==> config.mk <==
export PLATFORM = sky130hd
export DESIGN_NAME = ml_writeback_arbiter
export DESIGN_NICKNAME = d
export VERILOG_FILES = /design/src/rtl/ml_writeback_arbiter.sv
export SDC_FILE = /design/constraint.sdc
export NUM_CORES = 1
export LEC_CHECK = 0
export ABC_AREA = 1
export BUFFER_PORTS_ARGS = -buffer_cell sky130_fd_sc_hd__buf_2
export CAP_MARGIN = 25
export CORE_MARGIN = 4
export CORE_UTILIZATION = 45
export DETAILED_ROUTE_END_ITERATION = 16
export MAX_ROUTING_LAYER = met4
export SYNTH_ARGS = -nofsm -noshare
export SYNTH_HDL_FRONTEND = slang
export SYNTH_SLANG_ARGS = --single-unit
==> constraint.sdc <==
create_clock -name clk -period 12 [get_ports clk]
set_input_delay 3.6 -clock clk [delete_from_list [all_inputs] [get_ports clk]]
set_output_delay 3.6 -clock clk [all_outputs]
set_load 0.1 [all_outputs]
==> src/rtl/ml_writeback_arbiter.sv <==
// Merges ALU (fixed priority) and mult/div results onto the single register-file write port,
// buffering losing mult/div results in a small FIFO. Optional counters: `define MLWB_PERF_CNT_EN.
module ml_writeback_arbiter #(
    parameter int WD_SIZE    = 32,
    parameter int REG_SIZE   = 5,
    parameter int FIFO_DEPTH = 4
) (
    input  logic                clk,
    input  logic                reset,
    input  logic                alu_valid_i,
    input  logic [REG_SIZE-1:0] alu_rd_i,
    input  logic [WD_SIZE-1:0]  alu_data_i,
    input  logic                ml_valid_i,
    input  logic [REG_SIZE-1:0] ml_rd_i,
    input  logic [WD_SIZE-1:0]  ml_data_i,
    output logic                ml_stall_o,
    input  logic [REG_SIZE-1:0] rs1_i,
    input  logic [REG_SIZE-1:0] rs2_i,
    output logic                pending_hit_o,
    output logic                rf_we_o,
    output logic [REG_SIZE-1:0] rf_rd_o,
    output logic [WD_SIZE-1:0]  rf_data_o,
    output logic                overflow_o
`ifdef MLWB_PERF_CNT_EN
    ,
    output logic [31:0]         perf_alu_wr_o,
    output logic [31:0]         perf_ml_wr_o,
    output logic [31:0]         perf_stall_o,
    output logic [31:0]         perf_kill_o
`endif
);

    localparam int PW = $clog2(FIFO_DEPTH);
    localparam int CW = PW + 1;
    localparam logic [CW-1:0] FULL_CNT = CW'(FIFO_DEPTH);

    logic [REG_SIZE-1:0] ent_rd   [FIFO_DEPTH];
    logic [WD_SIZE-1:0]  ent_data [FIFO_DEPTH];
    logic                ent_live [FIFO_DEPTH];
    logic [PW-1:0]       head, tail;
    logic [CW-1:0]       count;

    logic alu_eff, ml_req, ml_discard, ml_eff;
    logic empty, full, pop, bypass, push_req, push, drop;
    logic [PW-1:0] idx;

    assign alu_eff    = alu_valid_i && (alu_rd_i != '0);
    assign ml_req     = ml_valid_i && (ml_rd_i != '0);
    // The ALU op is younger, so a same-cycle mult/div result to the same rd is already stale.
    assign ml_discard = alu_eff && ml_req && (ml_rd_i == alu_rd_i);
    assign ml_eff     = ml_req && !ml_discard;

    assign empty      = (count == '0);
    assign full       = (count == FULL_CNT);
    assign pop        = !alu_eff && !empty;
    assign bypass     = !alu_eff && empty && ml_eff;
    assign push_req   = ml_eff && !bypass;
    assign push       = push_req && (!full || pop);
    assign drop       = push_req && full && !pop;
    assign ml_stall_o = full;

    always_comb begin
        pending_hit_o = 1'b0;
        idx           = '0;
        for (int i = 0; i < FIFO_DEPTH; i++) begin
            idx = head + PW'(i);
            if ((CW'(i) < count) && ent_live[idx] && (ent_rd[idx] != '0) &&
                ((ent_rd[idx] == rs1_i) || (ent_rd[idx] == rs2_i)))
                pending_hit_o = 1'b1;
        end
    end

    always_ff @(posedge clk or posedge reset) begin
        if (reset) begin
            rf_we_o    <= 1'b0;
            rf_rd_o    <= '0;
            rf_data_o  <= '0;
            overflow_o <= 1'b0;
            head       <= '0;
            tail       <= '0;
            count      <= '0;
            for (int i = 0; i < FIFO_DEPTH; i++) begin
                ent_rd[i]   <= '0;
                ent_data[i] <= '0;
                ent_live[i] <= 1'b0;
            end
        end else begin
            rf_we_o <= 1'b0;
            if (alu_eff) begin
                rf_we_o   <= 1'b1;
                rf_rd_o   <= alu_rd_i;
                rf_data_o <= alu_data_i;
            end else if (pop) begin
                // A killed head still frees its slot but leaves the write port idle.
                if (ent_live[head]) begin
                    rf_we_o   <= 1'b1;
                    rf_rd_o   <= ent_rd[head];
                    rf_data_o <= ent_data[head];
                end
            end else if (bypass) begin
                rf_we_o   <= 1'b1;
                rf_rd_o   <= ml_rd_i;
                rf_data_o <= ml_data_i;
            end

            if (alu_eff) begin
                for (int i = 0; i < FIFO_DEPTH; i++)
                    if (ent_rd[i] == alu_rd_i) ent_live[i] <= 1'b0;
            end
            if (push) begin
                ent_rd[tail]   <= ml_rd_i;
                ent_data[tail] <= ml_data_i;
                ent_live[tail] <= 1'b1;
                tail           <= tail + 1'b1;
            end
            if (pop) head <= head + 1'b1;

            if (push && !pop)      count <= count + 1'b1;
            else if (pop && !push) count <= count - 1'b1;

            if (drop) overflow_o <= 1'b1;
        end
    end

`ifdef MLWB_PERF_CNT_EN
    logic kill_any;
    logic [PW-1:0] kidx;

    always_comb begin
        kill_any = 1'b0;
        kidx     = '0;
        for (int i = 0; i < FIFO_DEPTH; i++) begin
            kidx = head + PW'(i);
            if (alu_eff && (CW'(i) < count) && ent_live[kidx] && (ent_rd[kidx] == alu_rd_i))
                kill_any = 1'b1;
        end
    end

    always_ff @(posedge clk or posedge reset) begin
        if (reset) begin
            perf_alu_wr_o <= '0;
            perf_ml_wr_o  <= '0;
            perf_stall_o  <= '0;
            perf_kill_o   <= '0;
        end else begin
            if (alu_eff) perf_alu_wr_o <= perf_alu_wr_o + 32'd1;
            if (bypass || (pop && ent_live[head])) perf_ml_wr_o <= perf_ml_wr_o + 32'd1;
            if (ml_stall_o) perf_stall_o <= perf_stall_o + 32'd1;
            if (kill_any || ml_discard) perf_kill_o <= perf_kill_o + 32'd1;
        end
    end
`endif

endmodule
==> flow_metrics.tcl <==
set metrics [dict create \
    die_area_um2 27900 \
    detail_route.first_pass.iterations 6 \
    yosysTopAreaCell "dfrtp_1" \
    synth_cells 1586 \
    num_vias 10800 \
    clk_pin_slew_worst_paths_ns 0.07 \
    routedWlPerCell_um 17.66 \
    synth_seq_cells 198 \
    power_density_nw_per_um2 321.7 \
    rr_endpoint "ent_data[120]$_DFFE_PP0P_" \
    yosysSeqAreaShare_pct 43.54 \
    maxCapViolations 0 \
    antenna_found_initial 0 \
    synth_top_area_share_pct 43.54 \
    critPathLaunchType "primary input" \
    hold_ws_ns 0.4735 \
    grt-ovfl-total 0 \
    routabilityCongestion 0.8892 \
    placement.io_buffers 128 \
    fin_setup_tns_ns 0 \
    cts_root_buf "clkbuf_16" \
    clk_path_buf_depth 2 \
    yosys-top-cells-count "676 x nand2_1, 299 x nand3_1, 198 x dfrtp_1" \
    required_ns 8.40 \
    crit_end "pending_hit_o" \
    postCtsSetupRepairBufs 0 \
    cts_tree "done" \
    worstPathMaxFanout 5 \
    drive_gt1_share_pct 12.00 \
    initial_core_util_pct 46.25 \
    final_util_pct 51.24 \
    grt_pass1_vias 10230 \
    synth_edf_count 0 \
    max_freq_mhz 117.3 \
    setup.worst_path.class "in -> out" \
    cts_sinks 198 \
    first_iter_violations 938 \
    grt_max_degree 137 \
    ir_drop_mv 0.1840 \
    status "completed" \
    areaGrowthSynthToFinish_pct 10.80 \
    hpwl_um 21380 \
    hold_path_class "reg -> reg" \
    rsz0062_at_grt "false" \
    synth_ff_type "dfrtp_1" \
    tightest_slew_ns 1.015 \
    die_y_um 167.0 \
    core.rowCount 57 \
    cts_made_buffers 17 \
    wirelength_um 34870 \
    fin_crit_sh_pct 71.03 \
    instances_no_fill 1975 \
    synth.distinct_cells 34 \
    cts_resized 0 \
    slew_headroom_pct 32.10 \
    synth_most_common_cell "nand2_1" \
    synth_area_um2 11380 \
    cp-startpoint "rs2_i[0]" \
    r2r_slack_ns 7.90 \
    postSynthAreaPerCell_um2 7.175 \
    nets 1734 \
    setup_viol_count_final 0 \
    arrival_ns 4.92 \
    pre_cts_slack_ns 3.463 \
    die_w_um 167.0 \
    async_reset_ff_share_pct 100.0 \
    reg2reg_from "count[0]$_DFFE_PP0P_" \
    skew_ns 0.01259 \
    fillers 2519 \
    yosysWarnings 0 \
    ant_nets 0 \
    finalHoldViolCount 0 \
    coreArea_um2 24600 \
    fin_crit_ns 8.524 \
    dpl.cell_count 1940 \
    r2r_cells 13 \
    vias_per_cell 5.470 \
    finalWorstSetupSlack_ns 3.476 \
    grt_pass1_wl_um 56200 \
    grt_util_all_layers_pct 25.47 \
    ios 129 \
    drc_errors 0 \
    cts_hold_buf 0 \
    synthTopCellsByArea "dfrtp_1 44%, nand2_1 22%, nand3_1 13%, a41oi_1 2.7%, buf_2 2.2%" \
    p_leak_nw 6.481 \
    htree_levels 4 \
    syn_nets 1683 \
    slew_viol_final 0 \
    clk_latency_ns 0.44 \
    cp-end-kind "primary output" \
]
critical path: stages:
cell and delay [ns]:
buf_2 0.14, inv_1 0.13, nand2_1 0.07, a21oi_1 0.19
nand3_1 0.09, nand2_1 0.07, nand2_1 0.05, nand2_1 0.07
inv_1 0.03, nand2_1 0.07, buf_2 0.42
registers in the layout, indices dropped and copies added (netlist names):
name and cells:
rf_rd_o 5, ent_data 128, head 2, overflow_o 1, ent_live 4, rf_data_o 32, ent_rd 20, tail 2
count 3, rf_we_o 1
through the flow:
stage               power [mW]  cell area [µm²]
detailed placement       3.454            11950
global placement         3.453            11920
CTS                      4.055            12550
global route             4.370            12610
floorplan                2.929            11380
finish                   4.056            12610
metal layers:
metal | vias up | GRT usage, % | part of all wire, %
met3 | 36 | 4.029 | 5.5
li1 | 5284 | - | -
met4 | 0 | 6.475 | 1.4
met5 | - | - | 0
met1 | 5162 | 35.95 | 48
met2 | 322 | 38.62 | 45
logic make-up after synthesis:
kind of cell / after synthesis / share of synthesized area [%]
compound gates: 107 / 6.069
xor+xnor: 31 / 2.386
fa+ha+maj: 9 / 0.9896
buf+inv: 169 / 7.422
flops: 198 / 43.54
simple gates: 1072 / 39.59
placed cells by master, fill, tap and decap left out, types with 16 or more instances in the layout:
cell type  instances
dfrtp_1          196
inv_1             48
xor2_1            16
nand3_1          299
a21oi_1           33
nor2_1            62
clkbuf_16         17
nand4_1           22
buf_2            128
a41oi_1           35
o21ai_0           31
nand2_1          676
where the power goes:
group	internal, mW	total [mW]	switching (mW)
Sequential	0.981	1.18	0.203
Clock	0.302	0.590	0.289
Combinational	0.562	2.28	1.72
cell type report:
class | count | area, µm² | share of cell area, %
multi-input cells | 1219 | 5588 | 44.32
flip-flops and latches | 198 | 4957 | 39.32
repair buffers | 146 | 835.8 | 6.629
clock buffers | 18 | 429.2 | 3.404
well taps | 324 | 405.4 | 3.215
inverters | 55 | 214.0 | 1.697
clock inverters | 14 | 176.4 | 1.399
diodes | 1 | 2.502 | 0.01985
how the worst min path moves through the flow:
stage	start	end	slack, ns	cells after the start
after floorplan	ent_data[91]$_DFFE_PP0P_	ent_data[91]$_DFFE_PP0P_	0.44	2
after global placement	ent_data[91]$_DFFE_PP0P_	ent_data[91]$_DFFE_PP0P_	0.45	2
after detailed placement	ent_data[105]$_DFFE_PP0P_	ent_data[105]$_DFFE_PP0P_	0.46	2
after CTS	ent_data[40]$_DFFE_PP0P_	ent_data[40]$_DFFE_PP0P_	0.48	2
after global routing	ent_data[89]$_DFFE_PP0P_	ent_data[89]$_DFFE_PP0P_	0.49	2
final	ent_data[40]$_DFFE_PP0P_	ent_data[40]$_DFFE_PP0P_	0.47	2
No activity file was read; power rests on OpenSTA's default activity.
